**src/rtl/alu_pkg.sv**
```systemverilog
// Shared types and constants for the ALU response-side signature checker.
package alu_pkg;

  // Checker run state: waiting, absorbing results, or holding a verdict.
  typedef enum logic [1:0] {
    IDLE    = 2'd0,
    COLLECT = 2'd1,
    DONE    = 2'd2
  } chk_state_t;

  localparam int         ALU_W       = 8;
  localparam int         ALU_OPC_W   = 4;
  localparam int         ALU_NUM_OPS = 16;
  localparam logic [7:0] MISR_POLY   = 8'h1D;

endpackage

```
**src/rtl/misr8.sv**
```systemverilog
// Galois-form multiple-input signature register. Each enabled cycle the
// register shifts left, folds the shifted-out MSB back in through POLY and
// XORs in the new data word. The next value is also exported so the owner
// can judge a final signature on the same edge that absorbs the last sample.
module misr8
  import alu_pkg::*;
#(
  parameter int               WIDTH = ALU_W,
  parameter logic [WIDTH-1:0] POLY  = MISR_POLY,
  parameter logic [WIDTH-1:0] SEED  = '0
) (
  input  logic             clk,
  input  logic             rst,
  input  logic             load,
  input  logic             en,
  input  logic [WIDTH-1:0] data,
  output logic [WIDTH-1:0] sig,
  output logic [WIDTH-1:0] sig_next
);

  logic [WIDTH-1:0] sig_q;
  logic [WIDTH-1:0] sig_d;

  // Next signature for the current data word, whether or not it is used.
  always_comb begin
    sig_next = {sig_q[WIDTH-2:0], 1'b0} ^ (sig_q[WIDTH-1] ? POLY : '0) ^ data;
    sig_d    = sig_q;
    if (load) begin
      sig_d = SEED;
    end else if (en) begin
      sig_d = sig_next;
    end
  end

  // Signature register; seed load has priority over accumulation.
  always_ff @(posedge clk or posedge rst) begin
    if (rst) begin
      sig_q <= SEED;
    end else begin
      sig_q <= sig_d;
    end
  end

  assign sig = sig_q;

endmodule

```
**config.mk**
```make
export PLATFORM = sky130hd
export DESIGN_NAME = misr8
export DESIGN_NICKNAME = d
export VERILOG_FILES = /design/src/rtl/alu_pkg.sv /design/src/rtl/misr8.sv
export SDC_FILE = /design/constraint.sdc
export NUM_CORES = 1
export LEC_CHECK = 0
export BUFFER_PORTS_ARGS = -buffer_cell sky130_fd_sc_hd__buf_4
export CORE_AREA = 5 5 42 44
export CTS_CLUSTER_SIZE = 20
export DETAILED_ROUTE_END_ITERATION = 10
export DIE_AREA = 0 0 47 49
export PLACE_DENSITY = 0.63
export SLEW_MARGIN = 40
export SYNTH_ARGS = -nofsm -noshare
export SYNTH_HDL_FRONTEND = slang
export SYNTH_SLANG_ARGS = --single-unit
```
**constraint.sdc**
```tcl
create_clock -name clk -period 1.42 [get_ports clk]
set_clock_uncertainty 0.15 [all_clocks]
set_input_delay 0.426 -clock clk [delete_from_list [all_inputs] [get_ports clk]]
set_output_delay 0.426 -clock clk [all_outputs]
set_load 0.05 [all_outputs]
```
# --- Word-level counts from Yosys, hierarchy flattened ---
# Cells that the tools add are included.
word_totals:
  ff_bits: 8
  in_bits: 12
  word_cells: 7
classes:
  n_mux: 3
  n_bitwise: 2
  n_reduce_logical: 1
op_table:
  columns: ["op", "n"]
  rows:
  - ["$mux W8", 2]
  - ["$xor A8 B5 Y8", 1]
  - ["$xor A8 B8 Y8", 1]
  - ["$mux W5", 1]
  - ["$reduce_bool A2 Y1", 1]

# --- Depth between registers and ports, before layout ---
# Gate-level depths: netlist of the first run.
depth:
  ltp_word: 5
  mapped_depth: 3
  mapped_depth_nobuf: 3

# --- Worst setup path after synthesis of the first run ---
# Ideal clock, no wire load.
synth_timing:
  path_type: "flip-flop to output port"
  from: "register sig_q[7] (netlist: sig[7])"
  to: "output sig_next[0]"
  t_arrival_ns: 1.532
  required_time_ns: 0.844
  slack_ns: -0.688
  path_stages_with_launch: 2
  cell_sequence: "dfrtp_1 xor2_1"
synth_between:
  elab_chain_len: 3
synth_lines:
  columns: ["item", "line_no", "source"]
  rows:
  - ["start, declared", "misr8.sv:21", "logic [WIDTH-1:0] sig_q;"]
  - ["start signal, assigned", "misr8.sv:40", "sig_q <= sig_d;"]
  - ["$mux W5", "misr8.sv:26", "sig_next = {sig_q[WIDTH-2:0], 1'b0} ^ (sig_q[WIDTH-1] ? POLY : '0) ^ data;"]
  - ["$xor A8 B5 Y8", "misr8.sv:26", null]
  - ["$xor A8 B8 Y8", "misr8.sv:26", null]
  - ["end, declared", "misr8.sv:18", "output logic [WIDTH-1:0] sig_next"]
# Every way passes these cells.

# --- Worst setup path after layout of the first run ---
layout_timing:
  from: "register sig_q[1] (netlist: sig[1])"
  to: "output sig_next[2]"
layout_between:
  elab_chain_len: 2
layout_lines:
  columns: ["item", "line_no"]
  rows:
  - ["$xor A8 B5 Y8", "misr8.sv:26"]
  - ["$xor A8 B8 Y8", "misr8.sv:26"]
# Every way passes these cells.

==> results of run 1 <==
==> critical path: stages (launching register included) <==
cell and delay (ns):
dfrtp_2 0.41, xor3_2 0.40, buf_6 0.17
==> stage by stage <==
step	setup TNS, ns	instance area [µm²]
final	-2.946	969.7
after floorplan	-1.608	551.8
after CTS	-2.791	924.6
after global placement	-1.255	802.0
after global routing	-3.436	969.7
after detailed placement	-1.297	802.0
==> area by class of cell <==
type,count,area (µm²)
inverter,1,3.754
clock buffer,3,22.52
tap,16,20.02
sequential,8,210.2
multi-input combinational,24,322.8
fill,103,431.7
timing repair buffer,36,390.4
==> cells in the final DEF, fill, tap and decap left out, types with 3 or more instances in the layout <==
cell type  synthesis  final
xor2_4             0      5
mux2i_1            8      8
xor3_2             3      3
dfrtp_2            0      8
clkbuf_4           0      3
nor2_1             8      8
buf_6              1     16
buf_8              0      6
buf_4              0     12
==> cells by family (layout without fill, tap and decap cells) <==
family	Yosys count	after routing	synth area share [%]
xor+xnor	8	8	26.54
mux	8	8	17.88
flops	8	8	44.69
simple gates	8	8	6.704
buf+inv	3	40	4.188
==> final timing paths <==
check	startpoint	to	slack [ns]
max in group asynchronous	rst	sig[6]	0.34
max	sig[1]	sig_next[2]	-0.38
min reg2reg	sig[4]	sig[4]	0.47
min	load	sig[2]	0.25
max reg2reg	sig[2]	sig[3]	0.14
min in group asynchronous	rst	sig[4]	0.54
==> where the power goes <==
part / total [W] / leakage, nW / switching (W) / internal, W
clock network: 0.000168 / 0.0138 / 0.0000712 / 0.0000963
registers: 0.000293 / 0.0946 / 0.0000379 / 0.000256
logic: 0.000628 / 0.355 / 0.000346 / 0.000282
total: 0.00109 / 0.463 / 0.000455 / 0.000634
==> routing by layer <==
| layer | routed length [µm] | track usage [%] | up-vias |
|---|---|---|---|
| met3 | 98 | 5.166 | 0 |
| met2 | 630 | 19.68 | 18 |
| met5 | 0 | 0 | - |
| li1 | - | - | 185 |
| met1 | 423 | 13.46 | 198 |
| met4 | 0 | 1.382 | 0 |
==> what timing repair did <==
item                                    CTS  global route
hold buffers                              1             0
endpoints found under the setup margin   16            16
resized for setup                        22             6
endpoints found under the hold margin     8             0
setup buffers                             1             3
==> impl_results.md, run 1 <==
* Endpoints failing setup at 16
* Wirelength, routed at 1152 µm
* Clock Path Buffers at 2
* Unrepaired setup endpoints after global routing: true
* Avg WL per Cell at 13.09 µm
* Initial antenna violation count at 0
* Post-Syn Instances at 35
* Slew @ Worst Pin at 0.2923 ns
* Gpl congestion at 0.6524
* Top post-synthesis cells by area: dfrtp_1 (45%), mux2i_1 (18%), xor3_2 (17%)
* Final core occ at 69.20%
* Worst Hold Slack at 0.2480 ns
* Arr. time, crit path at 1.23 ns
* Placed insts at 80
* Worst Setup Slack, final at -0.3830 ns
* Skew-Pair Late Insertion Delay at 0.24 ns
* CP Class: reg2out
* Yosys cell types at 8
* Reg clk slew, reported paths at 0.05 ns
* Worst Hold Depth at 2
* Routed vias/inst at 4.557
* Antenna diodes at 0
* DRT antenna net count at 0
* Hold Crit Class: in2reg
* F_max at 0.5546 GHz
* Failing checks: negative setup slack
* Place WS at -0.3052 ns
* DR iter-0 viols at 0
* Nets at 86
* Post-synth top flop: dfrtp_1
* Die H at 49 µm
* Async SR Flop Fraction at 100.0%
* DR vias at 401
* Worst endpoint required time at 0.84 ns
* Post-synth EDFFs at 0
* VDD IR-drop max at 0.6044 mV
* Ys Warns at 0
* Critical Path Fanout Max at 2
* CP startpoint kind: flip-flop
* CTS tree: yes
* Area of the die at 0.002303 mm²
* Mapped Nets at 47
* CORE AREA at 0.001401 mm²
* Max Slew Vio Count at 0
* Cell taking the most area after synthesis: dfrtp_1
* CTS Root Cell: clkbuf_4
* Initial core utilization at 31.96%
* FF-to-FF path depth at 3
* Congestion Overflow GR at 0
* DRT Pass-1 Iters at 1
* H-tree Lvls at 1
* Synth Cell Area at 447.9 µm²
* Largest net degree at the start of global routing at 9
* TritonCTS buffer count at 3
* LEAKAGE at 0.4631 nW
* Avg Synthesized Cell Area at 12.80 µm²
* Register area share after synthesis at 44.69%
* Largest register FFs at 8
* Tmin final at 1.803 ns
* Status: complete, but fails checks
* Top Ports at 28
* Crit end category: output pin
* Max-cap viol count at 0
* PortBufs at 27
* Pwr dens at 1123 mW/mm²
* Number of synthesized register bits at 8
* Num Clock Sinks at 8
* Gr usage total at 11.60%
* Final worst-path cycle share at 127.0%
* Final hold violations at 0
* Share of the synthesized area in the top cell type at 44.69%
* DRC Markers at 0
* PnR Total Power at 0.001089 W
* Layout cells sized above 1 at 75.00%
* Synthesis-to-layout area growth at 116.5%
* Commonest cells post-synth: dfrtp_1 (8), mux2i_1 (8), nor2_1 (8)
* First-pass GRT wire length at 1945 µm
* Relative max-transition margin at 80.49%
* Vias in the first global route at 448
* Final instance count without filler cells at 88
* Die width at 47 µm
* Cell Rows at 14
No activity file was read; power rests on OpenSTA's default activity.
==> run 2: changes to the inputs <==
Settings changed: ABC_AREA set to 1, BUFFER_PORTS_ARGS -buffer_cell sky130_fd_sc_hd__buf_4 to -buffer_cell sky130_fd_sc_hd__buf_2, CORE_AREA 5 5 42 44 to unset, CORE_MARGIN set to 5, CORE_UTILIZATION set to 36, DIE_AREA 0 0 47 49 to unset, PLACE_DENSITY 0.63 to 0.66.
==> run 2 against run 1 <==
The run still ends with negative setup slack left. Combinational power is 8.1% higher. Via count is 64% higher. Largest power group unchanged. Cell count is 57% higher. Worst setup slack got worse by 0.047 ns. First-iteration DRC count increased by 13. Highest routed layer is now met4. Sequential power shrank 2%. Largest cell class unchanged.
==> impl_results.md, run 2 <==
* Top post-synthesis cells by area: dfrtp_1 (42%), nand2_1 (17%), inv_1 (12%)
* Share of the synthesized area in the top cell type at 41.56% (-3.1 points)
* Slew @ Worst Pin at 0.3236 ns (+0.03124 ns)
* FF-to-FF Start: sig[7]
* Async SR Flop Fraction at 100.0% (unchanged)
* R2R setup slack at -0.23 ns (-0.37 ns)
* Post-synth top flop: dfrtp_1
* Antenna diodes at 0 (unchanged)
* CTS Root Cell: clkbuf_4
* Yosys cell types at 11 (+3)
* Most frequent cells in the layout: buf_4 (20), nand2_1 (17), buf_6 (12), buf_2 (11)
* GR Util met1 at 18.76% (+5.3 points)
* Cell Rows at 13 (-1)
* Largest net degree at the start of global routing at 9 (unchanged)
* Final hold violations at 0 (unchanged)
* Most common cell after layout, fill and taps aside: buf_4
* F_max at 0.5405 GHz (-2.5%)
* Ys Warns at 0 (unchanged)
* FF-to-FF path depth at 8 (+5)
* CORE AREA at 0.001285 mm² (-8.3%)
* DR vias at 657 (+64%)
* Relative max-transition margin at 78.41% (-2.1 points)
* Worst Setup Slack, final at -0.4300 ns (-0.04701 ns)
* Largest family of logic cells by synthesized area: simple AND/OR/NAND/NOR gates
* Max-cap viol count at 0 (unchanged)
* Largest register FFs at 8 (unchanged)
* LEAKAGE at 0.6105 nW (+32%)
* Congestion Overflow GR at 0 (unchanged)
* Cell taking the most area after synthesis: dfrtp_1
* Num Clock Sinks at 8 (unchanged)
* Hold Crit Class: in2reg
* Crit end category: output pin
* Clock Path Buffers at 2 (unchanged)
* TritonCTS buffer count at 3 (unchanged)
* Worst endpoint required time at 0.84 ns (about the same)
* Post-synth EDFFs at 0 (unchanged)
* Compound-gate portion of the synthesized area at 6.494% (+6.5 points)
* Reg clk slew, reported paths at 0.06 ns (about the same)
* Synth Cell Area at 481.7 µm² (+7.5%)
* Skew-Pair Late Insertion Delay at 0.25 ns (about the same)
* Met2 GRT Util at 30.22% (+11 points)
* CP startpoint kind: flip-flop
* Area of the die at 0.002170 mm² (-5.8%)
* Worst Hold Depth at 4 (+2)
* H-tree Lvls at 1 (unchanged)
* Initial antenna violation count at 0 (unchanged)
* Pwr dens at 961.3 mW/mm² (-14%)
* Routed vias/inst at 4.761 (+4.5%)
* Post-Syn Instances at 67 (+91%)
* Initial core utilization at 37.49% (+5.5 points)
* PortBufs at 27 (unchanged)
* Adder-cell share of the synthesized area at 0% (unchanged)
* Tmin final at 1.850 ns (+0.04701 ns)
* Gr usage total at 16.77% (+5.2 points)
* Final instance count without filler cells at 138 (+57%)
* Status: complete, but fails checks
* Top Ports at 28 (unchanged)
* Critical Path Fanout Max at 6 (+4)
* Simple-gate portion of the synthesized area at 29.61% (+23 points)
* First-pass GRT wire length at 2532 µm (+30%)
* VDD IR-drop max at 0.6582 mV (+8.9%)
* Synthesis-to-layout area growth at 146.0%
* Die width at 46.58 µm (-0.89%)
* CP Class: reg2out
* Placed insts at 121 (+51%)
* Min-delay src: load
* WHS Endpoint: sig[2]
* Endpoints failing setup at 16 (unchanged)
* Xor/xnor share of the synthesized area at 9.091% (-17 points)
* Arr. time, crit path at 1.27 ns (+0.04 ns)
* Unrepaired setup endpoints after global routing: true
* DRC Markers at 0 (unchanged)
* Worst R2R End: sig[4]
* DRT antenna net count at 0 (unchanged)
* Commonest cells post-synth: nand2_1 (22), inv_1 (16), dfrtp_1 (8)
* FILL cells at 46 (-55%)
* DRT Pass-1 Iters at 4 (+3)
* Nets at 137 (+59%)
* Gpl congestion at 0.6890 (+5.6%)
* Mapped Nets at 79 (+68%)
* Avg WL per Cell at 13.17 µm (+0.63%)
* DR iter-0 viols at 13 (+13)
* Number of synthesized register bits at 8 (unchanged)
* CTS tree: yes
* Post-detail-place hpwl at 1009 µm
* Multiplexer share of the synthesized area at 0% (-18 points)
* Layout cells sized above 1 at 73.17% (-1.8 points)
* Register area share after synthesis at 41.56% (-3.1 points)
* GR Util met3 at 4.688% (-0.48 points)
* Most Used Layer, Global Route: met2
* Max Slew Vio Count at 0 (unchanged)
* PnR Total Power at 0.001139 W (+4.6%)
* Top-count cell post-synth: nand2_1
* Avg Synthesized Cell Area at 7.190 µm² (-44%)
* Wirelength, routed at 1818 µm (+58%)
* Die H at 46.58 µm (-4.9%)
* Final worst-path cycle share at 130.3% (+3.3 points)
* Vias in the first global route at 640 (+43%)
* Failing checks: negative setup slack
## run 2: cell types whose count changed after synthesis, sizes merged
cell | before | now
buf | 2 | 0
nand3 | 0 | 6
nor2 | 8 | 1
xor2 | 5 | 0
mux2i | 8 | 0
inv | 1 | 17
and2 | 0 | 3
o22ai | 0 | 2
nand2 | 0 | 22
xor3 | 3 | 0
o21ai | 0 | 3
xnor2 | 0 | 5
## run 2: metal layers
| metal | part of all wire, % | routed length, µm |
|---|---|---|
| met3 | 7.2 | 131 |
| met5 | 0 | 0 |
| met4 | 2.8 | 50 |
| met1 | 35 | 638 |
| met2 | 55 | 998 |
## run 2: cells by family (layout without fill, tap and decap cells)
group	Yosys count	count (layout)
xor gates and xnor gates	5	5
buffers and inverters	17	73
DFF	8	8
AOI/OAI and AO/OA	5	5
and+or+nand+nor	32	32
## run 2: how the worst max path moves through the flow
stage / start / endpoint / slack, ns / depth (start not counted)
6_report: sig[7] / sig_next[4] / -0.43 / 4
5_1_grt: sig[3] / sig_next[4] / -0.47 / 6
4_1_cts: sig[7] / sig_next[2] / -0.42 / 4
3_5_place_dp: data[2] / sig_next[2] / -0.29 / 7
3_3_place_gp: data[3] / sig_next[3] / -0.26 / 6
2_1_floorplan: sig[2] / sig_next[3] / -0.14 / 5
## run 2: cell type report
type	count	area, µm²	share of cell area, %
Clock buffer	3	22.52	1.901
Timing Repair Buffer	53	485.5	40.97
Sequential cell	8	212.7	17.95
Inverter	17	81.33	6.864
Tap cell	15	18.77	1.584
Multi-Input combinational cell	42	364.1	30.73
## run 2: worst max-delay path: stages (launching register included)
cell and delay, ns:
dfrtp_4 0.56, inv_6 0.11, nand3_2 0.07, and2_4 0.15
buf_8 0.14
## run 2: metrics by stage
stage                     instance area (µm²)  util, %  hold WS, ns  TNS, ns  setup WS, ns
after floorplan                         563.0        -      0.09122  -0.4720       -0.1440
after global placement                  807.0    62.80       0.2369   -1.477       -0.2578
after detailed placement                807.0    62.80       0.2412   -1.581       -0.2885
after CTS                                1084    84.32       0.3353   -3.341       -0.4151
after global routing                     1185    92.21       0.3733   -4.162       -0.4694
final                                    1185    92.21       0.3544   -3.604       -0.4300
## run 2: power breakdown
group / internal [W] / switching, W / total [W]
logic: 0.000327 / 0.000353 / 0.000679
registers: 0.000252 / 0.0000356 / 0.000288
clock network: 0.0000966 / 0.0000754 / 0.000172
## run 2: timing repair
item / 4_1_cts / 5_1_grt
hold buffers: 1 / 0
endpoints found under the hold margin: 8 / 0
setup buffers: 9 / 4
resized for setup: 49 / 15
endpoints found under the setup margin: 16 / 17
pin swaps: 7 / 5
==> run 3: changes to the inputs <==
Settings changed: CELL_PAD_IN_SITES_DETAIL_PLACEMENT set to 1, CELL_PAD_IN_SITES_GLOBAL_PLACEMENT set to 1, CORE_UTILIZATION 36 to 27, PLACE_DENSITY 0.66 to 0.73.
==> run 3 against run 2 <==
The flow still finishes with violations (negative setup slack). Cell area increased by 4.3%. Clock power increased by 27%. Core utilization decreased by 20 points. Worst hold slack got worse by 0.0025 ns. Largest cell class unchanged. Worst setup slack got worse by 0.083 ns. Sequential power increased by 1%. Die area increased by 26%. Wire length increased by 71%. Cell count increased by 7.2%. Critical endpoint is now sig_next[2]. Total power increased by 8.2%. Largest power group unchanged. Maximum frequency decreased by 4.3%.
==> impl_results.md, run 3 (synthesis results as in run 2) <==
* Worst Setup Slack, final at -0.5129 ns (-0.08286 ns)
* Area of the die at 0.002729 mm² (+26%)
* Reg clk slew, reported paths at 0.08 ns (+0.02 ns)
* CORE AREA at 0.001708 mm² (+33%)
* Final core occ at 72.38% (-20 points)
* Most common cell after layout, fill and taps aside: buf_4
* Initial antenna violation count at 0 (unchanged)
* Worst endpoint required time at 0.84 ns (about the same)
* Pwr dens at 996.9 mW/mm² (+3.7%)
* Failing checks: negative setup slack
* Wirelength, routed at 3100 µm (+71%)
* Die width at 52.24 µm (+12%)
* Final worst-path cycle share at 136.1% (+5.8 points)
* Slowest CP cell: dfrtp_2
* F_max at 0.5174 GHz (-4.3%)
* Hold Crit Class: in2reg
* Largest register FFs at 8 (unchanged)
* Avg WL per Cell at 20.95 µm (+59%)
* WHS Endpoint: sig[2]
* Vias in the first global route at 822 (+28%)
* Final instance count without filler cells at 148 (+7.2%)
* Endpoints failing setup at 18 (+2)
* Slew @ Worst Pin at 0.3633 ns (+0.03975 ns)
* FF-to-FF path depth at 7 (-1)
* H-tree Lvls at 1 (unchanged)
* Nets at 137 (unchanged)
* DRT Pass-1 Iters at 4 (unchanged)
* CTS Root Cell: clkbuf_4
* Antenna diodes at 0 (unchanged)
* Gpl congestion at 0.7034 (+2.1%)
* CP startpoint kind: flip-flop
* Routed vias/inst at 4.865 (+2.2%)
* Final instance area at 0.001236 mm² (+4.3%)
* LEAKAGE at 0.6162 nW (+0.93%)
* WP buf/inv at 2 (unchanged)
* DRT antenna net count at 0 (unchanged)
* DR iter-0 viols at 9 (-4)
* Congestion Overflow GR at 0 (unchanged)
* TritonCTS buffer count at 3 (unchanged)
* DRC Markers at 0 (unchanged)
* Tmin final at 1.933 ns (+0.08286 ns)
* Unrepaired setup endpoints after global routing: true
* CP Class: reg2out
* Relative max-transition margin at 75.75% (-2.7 points)
* Gr usage total at 20.10% (+3.3 points)
* Critical Path Fanout Max at 3 (-3)
* Setup TNS at -4.629 ns (-1.025 ns)
* Min-delay src: load
* Placed Area at 819.5 µm² (+1.6%)
* FF-to-FF Start: sig[7]
* DR vias at 720 (+9.6%)
* PortBufs at 27 (unchanged)
* Initial core utilization at 28.21% (-9.3 points)
* Clock Path Buffers at 2 (unchanged)
* CP cell instances: inv_2 -> nand2_4 -> nand2_2 -> nand2_2 -> and2_4 -> buf_8
* Post-detail-place hpwl at 1369 µm (+36%)
* Cell Rows at 15 (+2)
* CP dominant cell by count: nand2_2
* Die H at 52.24 µm (+12%)
* Placed insts at 131 (+8.3%)
* Max-cap viol count at 0 (unchanged)
* Max Slew Vio Count at 0 (unchanged)
* Num Clock Sinks at 8 (unchanged)
* Worst Hold Depth at 4 (unchanged)
* Skew-Pair Late Insertion Delay at 0.29 ns (+0.04 ns)
* Synthesis-to-layout area growth at 156.6%
* Status: complete, but fails checks
* Arr. time, crit path at 1.36 ns (+0.09 ns)
* First-pass GRT wire length at 3857 µm (+52%)
* Top delay family on crit path: flip-flops
* Top Ports at 28 (unchanged)
* Layout cells sized above 1 at 79.67% (+6.5 points)
* Worst Hold Slack at 0.3519 ns (-0.002542 ns)
* Crit end category: output pin
* Worst R2R End: sig[2]
* Final hold violations at 0 (unchanged)
* Largest net degree at the start of global routing at 9 (unchanged)
* CTS tree: yes
* Most frequent cells in the layout: buf_4 (19), buf_6 (13), nand2_1 (11), buf_2 (11)
* R2R setup slack at -0.13 ns (+0.10 ns)
* VDD IR-drop max at 0.7093 mV (+7.8%)
* Crit path largest cell delay at 0.45 ns (-0.11 ns)
==> run 3: cell counts in the layout (fill, tap and decap cells not counted) <==
Identical to the previous run, type by type.
==> run 3: report_power, final <==
| part | switching (W) | internal, W | leakage [nW] |
|---|---|---|---|
| registers | 0.0000402 | 0.000252 | 0.0945 |
| logic | 0.000391 | 0.000331 | 0.508 |
| clock network | 0.000120 | 0.0000988 | 0.0138 |
==> run 3: area by class of cell <==
class                   count  area (µm²)
well taps                  25       31.28
inverters                  17       81.33
fillers                   177       471.7
clock buffers               3       22.52
multi-input cells          42       399.1
repair buffers             53       489.2
flip-flops and latches      8       212.7
==> run 3: worst register-to-register path, stage by stage, from the launching register on <==
cell and delay [ns]:
dfrtp_4 0.57, inv_6 0.12, nand3_4 0.08, buf_4 0.14, buf_4 0.13, buf_4 0.13
nand3_2 0.06, nand2_2 0.06
==> run 3: what timing repair did <==
| action | in CTS | in global routing |
|---|---|---|
| setup endpoints to repair | 16 | 18 |
| hold endpoints to repair | 8 | 0 |
| hold buffers | 1 | 0 |
| resized for setup | 48 | 27 |
| pin swaps | 7 | 8 |
| buffers inserted | 7 | 6 |
==> run 3: how the worst max path moves through the flow <==
stage                             end  slack, ns  depth (start not counted)  startpoint
after floorplan           sig_next[3]      -0.14                          5      sig[2]
after global placement    sig_next[3]      -0.26                          7     data[3]
after detailed placement  sig_next[3]      -0.32                          6     data[3]
after CTS                 sig_next[3]      -0.43                          4      sig[7]
after global routing      sig_next[4]      -0.55                          6      sig[3]
final                     sig_next[2]      -0.51                          6      sig[1]
==> run 3: per-layer routing <==
layer / up-vias / global-route usage (%) / wire, µm
met5: - / 0 / 0
met4: 0 / 8.085 / 168
met3: 14 / 5.128 / 171
met2: 38 / 39.12 / 1674
met1: 355 / 19.79 / 1085
li1: 313 / - / -
==> run 3: stage by stage <==
| stage | setup WS [ns] | total power, W |
|---|---|---|
| finish | -0.5129 | 0.001232 |
| global route | -0.5506 | 0.001279 |
| CTS | -0.4338 | 0.001086 |
| detailed placement | -0.3162 | 0.0007414 |
| global placement | -0.2624 | 0.0007293 |
| floorplan | -0.1440 | 0.0005965 |
